`src/rtl/fifo_arb_pkg.sv`:
```
// Shared types and helpers for the sync_fifo write-port arbiter.
//   arb_state_t : arbiter FSM state (IDLE waits for a grant, BURST holds the port)
//   clog2_min1  : $clog2 clamped to at least 1, used for index widths
package fifo_arb_pkg;

  typedef enum logic {IDLE, BURST} arb_state_t;

  function automatic int unsigned clog2_min1(input int unsigned n);
    return (n < 2) ? 32'd1 : 32'($clog2(n));
  endfunction

  localparam int unsigned DefaultNumReq = 4;
  localparam int unsigned DefaultIdW    = clog2_min1(DefaultNumReq);

endpackage

```
`src/rtl/rr_pick.sv`:
```
// Round-robin picker: returns the first set bit of req, scanning from start upwards and
// wrapping modulo N.
//   req   : request vector
//   start : index with highest priority (must be < N)
//   found : at least one request is set
//   idx   : index of the chosen request (0 when none)
module rr_pick #(
  parameter int unsigned N   = 4,
  parameter int unsigned IDW = 2
) (
  input  logic [N-1:0]   req,
  input  logic [IDW-1:0] start,
  output logic           found,
  output logic [IDW-1:0] idx
);

  logic [N-1:0] rot;
  logic [IDW:0] sum;

  always_comb begin
    // Rotating the doubled vector puts req[start] at bit 0, so a plain priority encoder
    // on the rotated bits gives the scan order start, start+1, ... with wrap.
    rot   = N'({req, req} >> start);
    found = 1'b0;
    idx   = '0;
    sum   = '0;
    for (int unsigned k = 0; k < N; k++) begin
      if (!found && rot[k]) begin
        found = 1'b1;
        sum   = {1'b0, start} + (IDW + 1)'(k);
        if (sum >= (IDW + 1)'(N)) begin
          sum = sum - (IDW + 1)'(N);
        end
        idx = sum[IDW-1:0];
      end
    end
  end

endmodule

```
`src/rtl/fifo_wr_arbiter.sv`:
```
// Round-robin write arbiter sharing one sync_fifo write port among NUM_REQ producers.
// A granted producer keeps the port for up to BURST_LEN consecutive words.
//   clk, rst     : clock, synchronous active-high reset (outputs forced to zero while high)
//   req_valid    : per-producer word valid
//   req_data     : packed producer data, producer i at [i*DATA_WIDTH +: DATA_WIDTH]
//   req_ready    : one-hot-or-zero; a word moves when valid[i] & ready[i]
//   fifo_full    : FIFO full flag, used combinationally so no write happens while full
//   fifo_wr_en   : FIFO write enable
//   fifo_data_in : FIFO write data (zero when no transfer)
//   grant_id     : current owner, or last owner when idle
//   busy         : high while a burst holds the port
module fifo_wr_arbiter
  import fifo_arb_pkg::*;
#(
  parameter int unsigned DATA_WIDTH = 8,
  parameter int unsigned NUM_REQ    = 4,
  parameter int unsigned BURST_LEN  = 4,
  localparam int unsigned ID_W      = clog2_min1(NUM_REQ),
  localparam int unsigned CNT_W     = $clog2(BURST_LEN + 1)
) (
  input  logic                          clk,
  input  logic                          rst,
  input  logic [NUM_REQ-1:0]            req_valid,
  input  logic [NUM_REQ*DATA_WIDTH-1:0] req_data,
  output logic [NUM_REQ-1:0]            req_ready,
  input  logic                          fifo_full,
  output logic                          fifo_wr_en,
  output logic [DATA_WIDTH-1:0]         fifo_data_in,
  output logic [ID_W-1:0]               grant_id,
  output logic                          busy
);

  arb_state_t       state_q, state_d;
  logic [ID_W-1:0]  rr_ptr_q, rr_ptr_d;
  logic [ID_W-1:0]  owner_q, owner_d;
  logic [CNT_W-1:0] cnt_q, cnt_d;

  logic               pick_found;
  logic [ID_W-1:0]    pick_idx;
  logic [NUM_REQ-1:0] ready_raw;
  logic [ID_W-1:0]    gid_raw;
  logic [NUM_REQ-1:0] xfer;

  // Explicit compare keeps the wrap correct for non-power-of-2 NUM_REQ.
  function automatic logic [ID_W-1:0] next_id(input logic [ID_W-1:0] id);
    return (id == ID_W'(NUM_REQ - 1)) ? '0 : id + ID_W'(1);
  endfunction

  rr_pick #(
    .N   (NUM_REQ),
    .IDW (ID_W)
  ) u_pick (
    .req   (req_valid),
    .start (rr_ptr_q),
    .found (pick_found),
    .idx   (pick_idx)
  );

  always_comb begin
    state_d   = state_q;
    rr_ptr_d  = rr_ptr_q;
    owner_d   = owner_q;
    cnt_d     = cnt_q;
    ready_raw = '0;
    gid_raw   = owner_q;
    unique case (state_q)
      IDLE: begin
        if (pick_found && !fifo_full) begin
          ready_raw[pick_idx] = 1'b1;
          owner_d             = pick_idx;
          gid_raw             = pick_idx;
          cnt_d               = CNT_W'(1);
          if (BURST_LEN == 1) begin
            rr_ptr_d = next_id(pick_idx);
          end else begin
            state_d = BURST;
          end
        end
      end
      BURST: begin
        if (!req_valid[owner_q]) begin
          // Owner went quiet: give the port up without a transfer this cycle.
          state_d  = IDLE;
          rr_ptr_d = next_id(owner_q);
          cnt_d    = '0;
        end else if (!fifo_full) begin
          ready_raw[owner_q] = 1'b1;
          if (cnt_q + CNT_W'(1) == CNT_W'(BURST_LEN)) begin
            state_d  = IDLE;
            rr_ptr_d = next_id(owner_q);
            cnt_d    = '0;
          end else begin
            cnt_d = cnt_q + CNT_W'(1);
          end
        end
      end
      default: ;
    endcase
  end

  assign req_ready  = rst ? '0 : ready_raw;
  assign xfer       = req_valid & req_ready;
  assign fifo_wr_en = |xfer;
  assign grant_id   = rst ? '0 : gid_raw;
  assign busy       = !rst && (state_q == BURST);

  always_comb begin
    fifo_data_in = '0;
    for (int i = 0; i < int'(NUM_REQ); i++) begin
      if (xfer[i]) begin
        fifo_data_in = req_data[i*DATA_WIDTH +: DATA_WIDTH];
      end
    end
  end

  always_ff @(posedge clk) begin
    if (rst) begin
      state_q  <= IDLE;
      rr_ptr_q <= '0;
      owner_q  <= '0;
      cnt_q    <= '0;
    end else begin
      state_q  <= state_d;
      rr_ptr_q <= rr_ptr_d;
      owner_q  <= owner_d;
      cnt_q    <= cnt_d;
    end
  end

endmodule

```
`config.mk`:
```
export PLATFORM = sky130hd
export DESIGN_NAME = fifo_wr_arbiter
export DESIGN_NICKNAME = d
export VERILOG_FILES = /design/src/rtl/fifo_arb_pkg.sv /design/src/rtl/rr_pick.sv /design/src/rtl/fifo_wr_arbiter.sv
export SDC_FILE = /design/constraint.sdc
export NUM_CORES = 1
export LEC_CHECK = 0
export ABC_AREA = 1
export BUFFER_PORTS_ARGS = -buffer_cell sky130_fd_sc_hd__buf_2
export CORE_MARGIN = 5
export CORE_UTILIZATION = 50
export DETAILED_ROUTE_END_ITERATION = 8
export GPL_TIMING_DRIVEN = 0
export PLACE_DENSITY = 0.81
export SLEW_MARGIN = 20
export SYNTH_ARGS = -nofsm -noshare
export SYNTH_HDL_FRONTEND = slang
export SYNTH_SLANG_ARGS = --single-unit
```
`constraint.sdc`:
```
create_clock -name clk -period 2.4 [get_ports clk]
set_input_delay 0.24 -clock clk [delete_from_list [all_inputs] [get_ports clk]]
set_output_delay 0.24 -clock clk [all_outputs]
set_load 0.02 [all_outputs]
```
Word level (Yosys, flattened, before mapping)
Cells that the tools add are included.
{"block": "word_totals", "reg_bits": 8, "input_bits": 39, "output_inout_bits": 16, "elab_cells": 89}
{"block": "op_classes", "n_addsub": 9, "magnitude_cmp": 8, "eq_ne": 6, "n_shift": 1, "n_mux": 44, "n_bitwise": 2, "reduce_logical": 15}
{"operator": "8-bit 2-to-1 mux", "count": 4}
{"operator": "2-bit 2-to-1 mux", "count": 15}
{"operator": "4-bit 2-to-1 mux", "count": 4}
{"operator": "3-bit 2-to-1 mux", "count": 4}
{"operator": "1-bit 2-to-1 mux", "count": 11}
{"operator": "3-bit greater-or-equal comparator, second input constant", "count": 3}
{"operator": "4-bit one-hot mux with 2 select lines", "count": 1}
{"operator": "8-bit by 2-bit right shift with 4-bit output", "count": 1}
{"operator": "2-bit by 1-bit subtractor with 2-bit output, second input constant", "count": 4}
{"operator": "1-bit logical AND", "count": 7}
{"operator": "2-bit by 2-bit adder with 3-bit output, second input constant", "count": 2}
{"operator": "2-bit by 3-bit less-than comparator with 1-bit output, second input constant", "count": 2}
{"operator": "3-bit one-hot mux with 2 select lines", "count": 1}
{"operator": "1-bit logical NOT", "count": 5}
{"operator": "4-bit AND", "count": 1}
{"operator": "1-bit demux with 2-bit select", "count": 2}
{"operator": "2-bit by 1-bit greater-or-equal comparator with 1-bit output, second input constant", "count": 2}
{"operator": "2-bit inequality test, second input constant", "count": 2}
{"operator": "4-bit OR reduction", "count": 1}
{"operator": "2-bit by 1-bit adder with 3-bit output, second input constant", "count": 1}
{"operator": "3-bit by 1-bit adder with 3-bit output, second input constant", "count": 1}
{"operator": "3-bit equality test, second input constant", "count": 1}
{"operator": "2-bit by 3-bit greater-or-equal comparator with 1-bit output, second input constant", "count": 1}
{"operator": "3-bit inequality test, second input constant", "count": 1}
{"operator": "8 further kinds", "count": 8}

Longest topological paths before layout
Gate-level depths: netlist of run 1.
{"block": "logic_depth", "word_depth": 23, "ltp_mapped": 20, "ltp_nobuf": 18}

Cells and area by module
Synthesis of run 1 repeated with hierarchy kept, for this count alone.
{"block": "unflattened", "cells_unflattened": 248, "hier_area_um2": 1506.4}
{"mod": "fifo_wr_arbiter", "instances": 1, "cells_each": 195, "area_each_um2": 1176.1, "seq_area_each_um2": 160.2}
{"mod": "rr_pick", "instances": 1, "cells_each": 53, "area_each_um2": 330.3, "seq_area_each_um2": 0.0}

Worst setup path before layout of run 1
Ideal clock, no wire load.
{"block": "synth_path", "path_kind": "register to output", "from": "reg rr_ptr_q[0]", "to": "out fifo_data_in[2]", "arrival_time_ns": 2.004, "required_ns": 2.160, "setup_slack_ns": 0.156, "stages_incl_launch_ff": 17, "path_buffers": 1, "path_cell_list": "dfxtp_1 > buf_6 > inv_6 > nand2_1 > nand3_2 > nand2_2 > inv_2 > nand4_2 > nand2_1 > nand2_2 > nor2_2 > nand2_1 > a21boi_2 > nand2_4 > nand2_1 > nand2_1 > a21oi_2"}
{"block": "synth_via", "word_cells_on_any_way": 44, "cone_classes": "add/sub (7); order compare (6); shift (1); mux (21); bitwise (1); reduce/logical (8)"}
{"item": "start, declared", "line_no": "fifo_wr_arbiter.sv:34", "rtl": "logic [ID_W-1:0] rr_ptr_q, rr_ptr_d;"}
{"item": "start signal, assigned", "line_no": "fifo_wr_arbiter.sv:124", "rtl": "rr_ptr_q <= rr_ptr_d;"}
{"item": "branches (longest 15 deep; another with 2-bit by 1-bit adder with 3-bit output)"}
{"item": "4-bit 2-to-1 mux (*)", "line_no": "fifo_wr_arbiter.sv:68", "rtl": "if (pick_found && !fifo_full) begin"}
{"item": "4-bit one-hot mux with 2 select lines (*)", "line_no": "fifo_wr_arbiter.sv:66", "rtl": "unique case (state_q)"}
{"item": "4-bit 2-to-1 mux (*)", "line_no": "fifo_wr_arbiter.sv:101", "rtl": "assign req_ready = rst ? '0 : ready_raw;"}
{"item": "via req_ready[1]", "line_no": "fifo_wr_arbiter.sv:25", "rtl": "output logic [NUM_REQ-1:0] req_ready,"}
{"item": "4-bit AND (*)", "line_no": "fifo_wr_arbiter.sv:102", "rtl": "assign xfer = req_valid & req_ready;"}
{"item": "8-bit 2-to-1 mux (*) (3 in a row)", "line_no": "fifo_wr_arbiter.sv:110", "rtl": "if (xfer[i]) begin"}
{"item": "end, declared", "line_no": "fifo_wr_arbiter.sv:28", "rtl": "output logic [DATA_WIDTH-1:0] fifo_data_in,"}
Mark *: on every way through the listed nets, which the timed path passes.

Worst setup path after layout of run 1
{"block": "layout_path", "from": "reg rr_ptr_q[0]", "to": "out fifo_data_in[2]"}
{"block": "layout_via", "elab_chain_cells": 23, "word_cells_on_any_way": 44, "cone_classes": "add/sub (7); order compare (6); shift (1); mux (21); bitwise (1); reduce/logical (8)"}
{"item": "branches (longest 15 deep; another with 2-bit by 1-bit adder with 3-bit output)"}
{"item": "4-bit 2-to-1 mux (*)", "line_no": "fifo_wr_arbiter.sv:68"}
{"item": "4-bit one-hot mux with 2 select lines (*)", "line_no": "fifo_wr_arbiter.sv:66"}
{"item": "4-bit 2-to-1 mux (*)", "line_no": "fifo_wr_arbiter.sv:101"}
{"item": "4-bit AND (*)", "line_no": "fifo_wr_arbiter.sv:102"}
{"item": "8-bit 2-to-1 mux (3 in a row)", "line_no": "fifo_wr_arbiter.sv:110"}
{"item": "8-bit 2-to-1 mux (*)", "line_no": "fifo_wr_arbiter.sv:110"}
Every way passes the cells marked *.

==> flow_summary.toml, run 1 <==
[sta]
worst_pin_slew_ns = 0.4316
drv_slew = 0
fmaxAchievable_ghz = 0.3915
hold_viol_final = 0
fin_ws_ns = -0.1540
final-setup-viol-count = 9
rsz0062_at_grt = "true"
skew_ns = 0.001991
setup_tns_ns = -1.077
fin_crit_sh = 1.064
period_minus_slack_ns = 2.554
hold_slack_ns = 0.2753
relSlewSlack = 0.7123

[cts]
cts.sinks = 8
clk_pin_slew_worst_paths_ns = 0.05
clockBufferDepth = 2
worstSkewPairLatency_ns = 0.25
h-tree-depth = 1
numCtsBuffers = 3
root_buffer = "clkbuf_4"
cts_tree = "built"

[synthesis]
yosysWarnings = 0
synth_area_leaders = "nand2_1 (16%), dfxtp_1 (11%), inv_1 (9.2%)"
yosys.area_share.simple = 0.5445
synth_fp_nets = 284
synth_top_area_cell = "nand2_1"
synthArstFlopShare = 0
synth-xor-area-share = 0.01199
syn_area_sq_um = 1461
synth_top_area_frac = 0.1592
synthTopCellsByCount = "nand2_1 (62), inv_1 (36), nor2_1 (19)"
synth.most_common_cell = "nand2_1"
syn_avg_cell_area_sq_um = 6.115
ys_seq_elements = 8
synth-edff-count = 0
synth_top_family_by_area = "simple AND/OR/NAND/NOR gates"
synth_ff_type = "dfxtp_1"
synth_mux_area_frac = 0
synth_fa_ha_area_frac = 0.05137
synth_compound_area_frac = 0.1224
synth.distinct_cells = 33
synthCells = 239
synth_seq_area_share = 0.1096

[floorplan]
die_w_um = 64.06
dieArea_sq_um = 4104
num_rows = 19
initial_core_util = 0.5254
coreArea_sq_um = 2781
die_y_um = 64.06
io-pin-count = 55

[critical_path]
critPathCapture = "fifo_data_in[2]"
r2r_start = "rr_ptr_q[0]$_SDFFE_PP0P_"
startpoint = "rr_ptr_q[0]$_SDFFE_PP0P_"
worstSetupPathType = "flop to output port"
crit_fanout = 7
reg2reg_slack_ns = 0.74
required_ns = 2.16
crit_path_start_kind = "flop"
r2r-end = "cnt_q[2]$_SDFFE_PP0P_"
ff2ff_path_depth = 14
end_kind = "output port"
critPathArrivalTime_ns = 2.31

[run]
maxCapViolations = 0

[place]
dp_hpwl_um = 3217
pre_cts_ws_ns = 0.03521
numPortBuffers = 53
place_area_sq_um = 1765
gp_congestion = 0.8308

[route]
wl_um = 4471
vias = 1773
firstDrtPassIters = 4
wl_per_cell_um = 13.15
drt_iter0_drc = 95
drtAntennaViolNets = 0
via_per_inst = 5.215
drc = 0

[finish]
num-nets-final = 356
area_growth_pct = 39.81
drive_gt1_frac = 0.4595
fin_util = 0.7346
final_area_sq_um = 2043
diodes = 0

[global_routing]
gr-usage-all-layers = 0.2038
grt_pass1_vias = 1534
antenna_found_initial = 0
gr-total-overflow = 0
grt_max_degree = 12
grt_pass1_wl_um = 6927

[outcome]
status = "finished with violations"
failed_checks = "setup timing"

[power]
ir_drop_v = 0.0005347
power.density_nw_per_um2 = 485.2
power_leakage_uw = 0.001154

[min_path]
hold_class = "primary input to flop"
hold_path_depth = 2
==> kinds of logic after synthesis <==
kind of cell / Yosys count
AOI/OAI and AO/OA: 26
DFF: 8
xor gates and xnor gates: 2
and+or+nand+nor: 147
adders and majority gates: 6
buffers and inverters: 50
==> repair_timing <==
action	CTS	global route
pin swaps	13	14
cloned	3	1
buffers inserted	6	4
endpoints found under the setup margin	9	10
gates resized for setup	31	16
hold buffers	0	0
==> critical path, stage by stage, from the launching register on <==
cell and delay (ns):
dfxtp_2 0.31, buf_6 0.13, inv_8 0.08, nand2_4 0.05, nand2_2 0.07, nand2_2 0.06
nand2_4 0.09, nor2_4 0.05, nand2_2 0.05, nand3_2 0.07, nor2_4 0.19, inv_2 0.06
nand3_2 0.09, nand2_4 0.08, nand2_4 0.09, buf_4 0.14, nand2_1 0.05, inv_1 0.06
nand2_2 0.07, a21oi_2 0.13, buf_6 0.13
==> how the worst min path moves through the flow <==
stage                                       end  slack (ns)             startpoint
final                     cnt_q[1]$_SDFFE_PP0P_        0.28                    rst
after global routing      cnt_q[1]$_SDFFE_PP0P_        0.29                    rst
after CTS                 cnt_q[1]$_SDFFE_PP0P_        0.28                    rst
after detailed placement  cnt_q[1]$_SDFFE_PP0P_        0.50  cnt_q[1]$_SDFFE_PP0P_
after global placement    cnt_q[1]$_SDFFE_PP0P_        0.50  cnt_q[1]$_SDFFE_PP0P_
after floorplan           cnt_q[1]$_SDFFE_PP0P_        0.31                    rst
==> through the flow <==
stage	instances	total power, uW
floorplan	239	595.3
global placement	323	733.7
detailed placement	323	739.5
CTS	335	952.5
global route	340	1068
finish	340	991.4
==> cell type report <==
cell class / instances / area (sq um)
repair buffers: 65 / 389.1
flip-flops and latches: 8 / 161.4
plain buffers: 8 / 71.32
well taps: 31 / 38.79
multi-input cells: 183 / 1190
inverters: 42 / 170.2
fillers: 233 / 738.2
clock buffers: 3 / 22.52
==> where the power goes <==
part           internal [uW]  switching, uW
Clock                   57.0           43.1
Combinational            282            439
Sequential               152           18.0
Total                    491            500
==> layer usage <==
layer / vias up / track usage / routed length (um)
met1: 774 / 0.2754 / 1903
met4: 0 / 0.04935 / 90
met5: - / 0 / 0
met3: 10 / 0.03503 / 312
li1: 920 / - / -
met2: 69 / 0.3342 / 2164
==> flip-flops by register name, summed over array words and instances (netlist names) <==
| name | count |
|---|---|
| state_q | 1 |
| owner_q | 2 |
| cnt_q | 3 |
| rr_ptr_q | 2 |
==> placed cells by master (no fill, tap or decap), types with 2 or more instances in the layout <==
cell type	n
nand2_1	48
buf_2	44
inv_1	34
buf_4	21
nand2_2	18
nand4_1	17
nor2_1	17
nand3_1	16
nand2_4	12
nand3_2	8
buf_6	7
a21oi_2	7
dfxtp_1	7
a21oi_1	6
o21ai_0	6
ha_1	6
nor2_4	4
inv_2	4
nor2_2	3
clkbuf_4	3
inv_4	2
a31oi_1	2
Note: power is estimated with default switching activity, not from simulation.
==> run 2, diff against run 1 <==
--- a/config.mk
+++ b/config.mk
@@ -11,7 +11,7 @@
 export CORE_UTILIZATION = 50
 export DETAILED_ROUTE_END_ITERATION = 8
 export GPL_TIMING_DRIVEN = 0
-export PLACE_DENSITY = 0.81
+export PLACE_DENSITY = 0.78
 export SLEW_MARGIN = 20
 export SYNTH_ARGS = -nofsm -noshare
 export SYNTH_HDL_FRONTEND = slang
==> flow_summary.toml, run 2 (synthesized netlist as in run 1, its figures left out) <==
[floorplan]
dieArea_sq_um = 4104
coreArea_sq_um = 2781
initial_core_util = 0.5254
die_y_um = 64.06
num_rows = 19
io-pin-count = 55
die_w_um = 64.06

[cts]
clk_pin_slew_worst_paths_ns = 0.05
clockBufferDepth = 2
h-tree-depth = 1
cts_hold_buf = 0
cts_tree = "built"
cts.sinks = 8
root_buffer = "clkbuf_4"
worstSkewPairLatency_ns = 0.25
numCtsBuffers = 3

[critical_path]
path_buf_inv = 4
end_kind = "output port"
critPathArrivalTime_ns = 2.32
worstSetupPathType = "flop to output port"
cp_common_cell = "nand2_4"
path_cells = "buf_8, inv_8, nand2_4, nand3_2, nand2_4, buf_4, nand4_2, nand2_4, nor2_4, nand3_2, nand2_4, nand4_1, nand2_1, nand2_1, a21oi_2, buf_4"
max_stage_delay_ns = 0.32
slowest_stage = "dfxtp_2"
path_delay_family = "simple AND/OR/NAND/NOR gates"
crit_path_start_kind = "flop"
required_ns = 2.16
crit_fanout = 7

[finish]
num-nets-final = 358
multi_input_area_sq_um = 1216
seqCellArea_sq_um = 161.4
largest_registers = "cnt_q x3, owner_q x2, rr_ptr_q x2"
drive_gt1_frac = 0.4727
area_growth_pct = 45.03
num-fill-cells = 224
final_cell_mix = "nand2_1 (47), buf_2 (43), inv_1 (35)"
largest_reg_flops = 3
diodes = 0
final_area_sq_um = 2120
largest-register = "cnt_q"
final_common_cell = "nand2_1"

[outcome]
failed_checks = "setup timing"
status = "finished with violations"

[route]
wl_um = 4680
drt_iter0_drc = 128
wl_met2_um = 2303
wl_met3_um = 290
via_per_inst = 5.263
met1_length_um = 2035
wl_per_cell_um = 13.68
vias = 1800
drtAntennaViolNets = 0
drc = 0
firstDrtPassIters = 4
routed.top_layer = "met4"

[power]
power_leakage_uw = 0.001174
power.density_nw_per_um2 = 485.7
ir_drop_v = 0.0005360

[sta]
relSlewSlack = 0.7124
period_minus_slack_ns = 2.560
fmaxAchievable_ghz = 0.3907
hold_slack_ns = 0.3104
worst_pin_slew_ns = 0.4299
skew_ns = 0.003546
fin_crit_sh = 1.067
hold_viol_final = 0
final-setup-viol-count = 8
fin_ws_ns = -0.1597
drv_slew = 0
rsz0062_at_grt = "true"

[global_routing]
antenna_found_initial = 0
gr-total-overflow = 0
grt_pass1_wl_um = 6782
grt_pass1_vias = 1565
gr-usage-all-layers = 0.1956
grt_max_degree = 12

[place]
pre_cts_ws_ns = 0.02093
place_area_sq_um = 1765
dp_hpwl_um = 3267
numPortBuffers = 53
gp_congestion = 0.8676

[min_path]
hold_class = "primary input to flop"

[run]
maxCapViolations = 0
==> run 2: timing repair <==
item / 4_1_cts / 5_1_grt
pin swaps: 8 / 11
resized for setup: 27 / 35
buffers inserted: 6 / 6
gates cloned: 1 / 3
setup endpoints to repair: 9 / 11
==> run 2: where the power goes <==
group | switching, uW | internal (uW)
combinational | 456 | 303
sequential | 19.4 | 152
clock | 41.9 | 56.9
==> run 2: path summary, 6_finish.rpt <==
| check | endpoint | slack [ns] | from | cells past startpoint |
|---|---|---|---|---|
| setup reg to reg | cnt_q[2]$_SDFFE_PP0P_ | 0.65 | rr_ptr_q[0]$_SDFFE_PP0P_ | 13 |
| setup / recovery | fifo_data_in[7] | -0.16 | rr_ptr_q[0]$_SDFFE_PP0P_ | 16 |
| hold / removal | cnt_q[1]$_SDFFE_PP0P_ | 0.31 | rst | 2 |
| hold reg to reg | cnt_q[1]$_SDFFE_PP0P_ | 0.52 | cnt_q[1]$_SDFFE_PP0P_ | 2 |
==> run 2: final cells by class <==
cell class	instances	area share
Timing Repair Buffer	67	0.2025
Sequential cell	8	0.07615
Buffer	8	0.03542
Clock buffer	3	0.01063
Inverter	42	0.08323
Multi-Input combinational cell	183	0.5738
Tap cell	31	0.01830
==> run 2: per-layer routing <==
metal	GRT usage	vias to the layer above
met5	0	-
met4	0.02597	0
met3	0.04028	6
met2	0.3279	61
met1	0.2631	814
li1	-	919
==> run 2: through the flow <==
stage	cells	utilization	setup TNS, ns	power (uW)
after global routing	342	0.7620	-2.283	1108
after detailed placement	323	0.6347	0	741.8
after CTS	333	0.6914	-1.372	923.7
final	342	0.7620	-1.120	1029
after global placement	323	0.6347	-0.003081	735.9
after floorplan	239	-	0	595.3
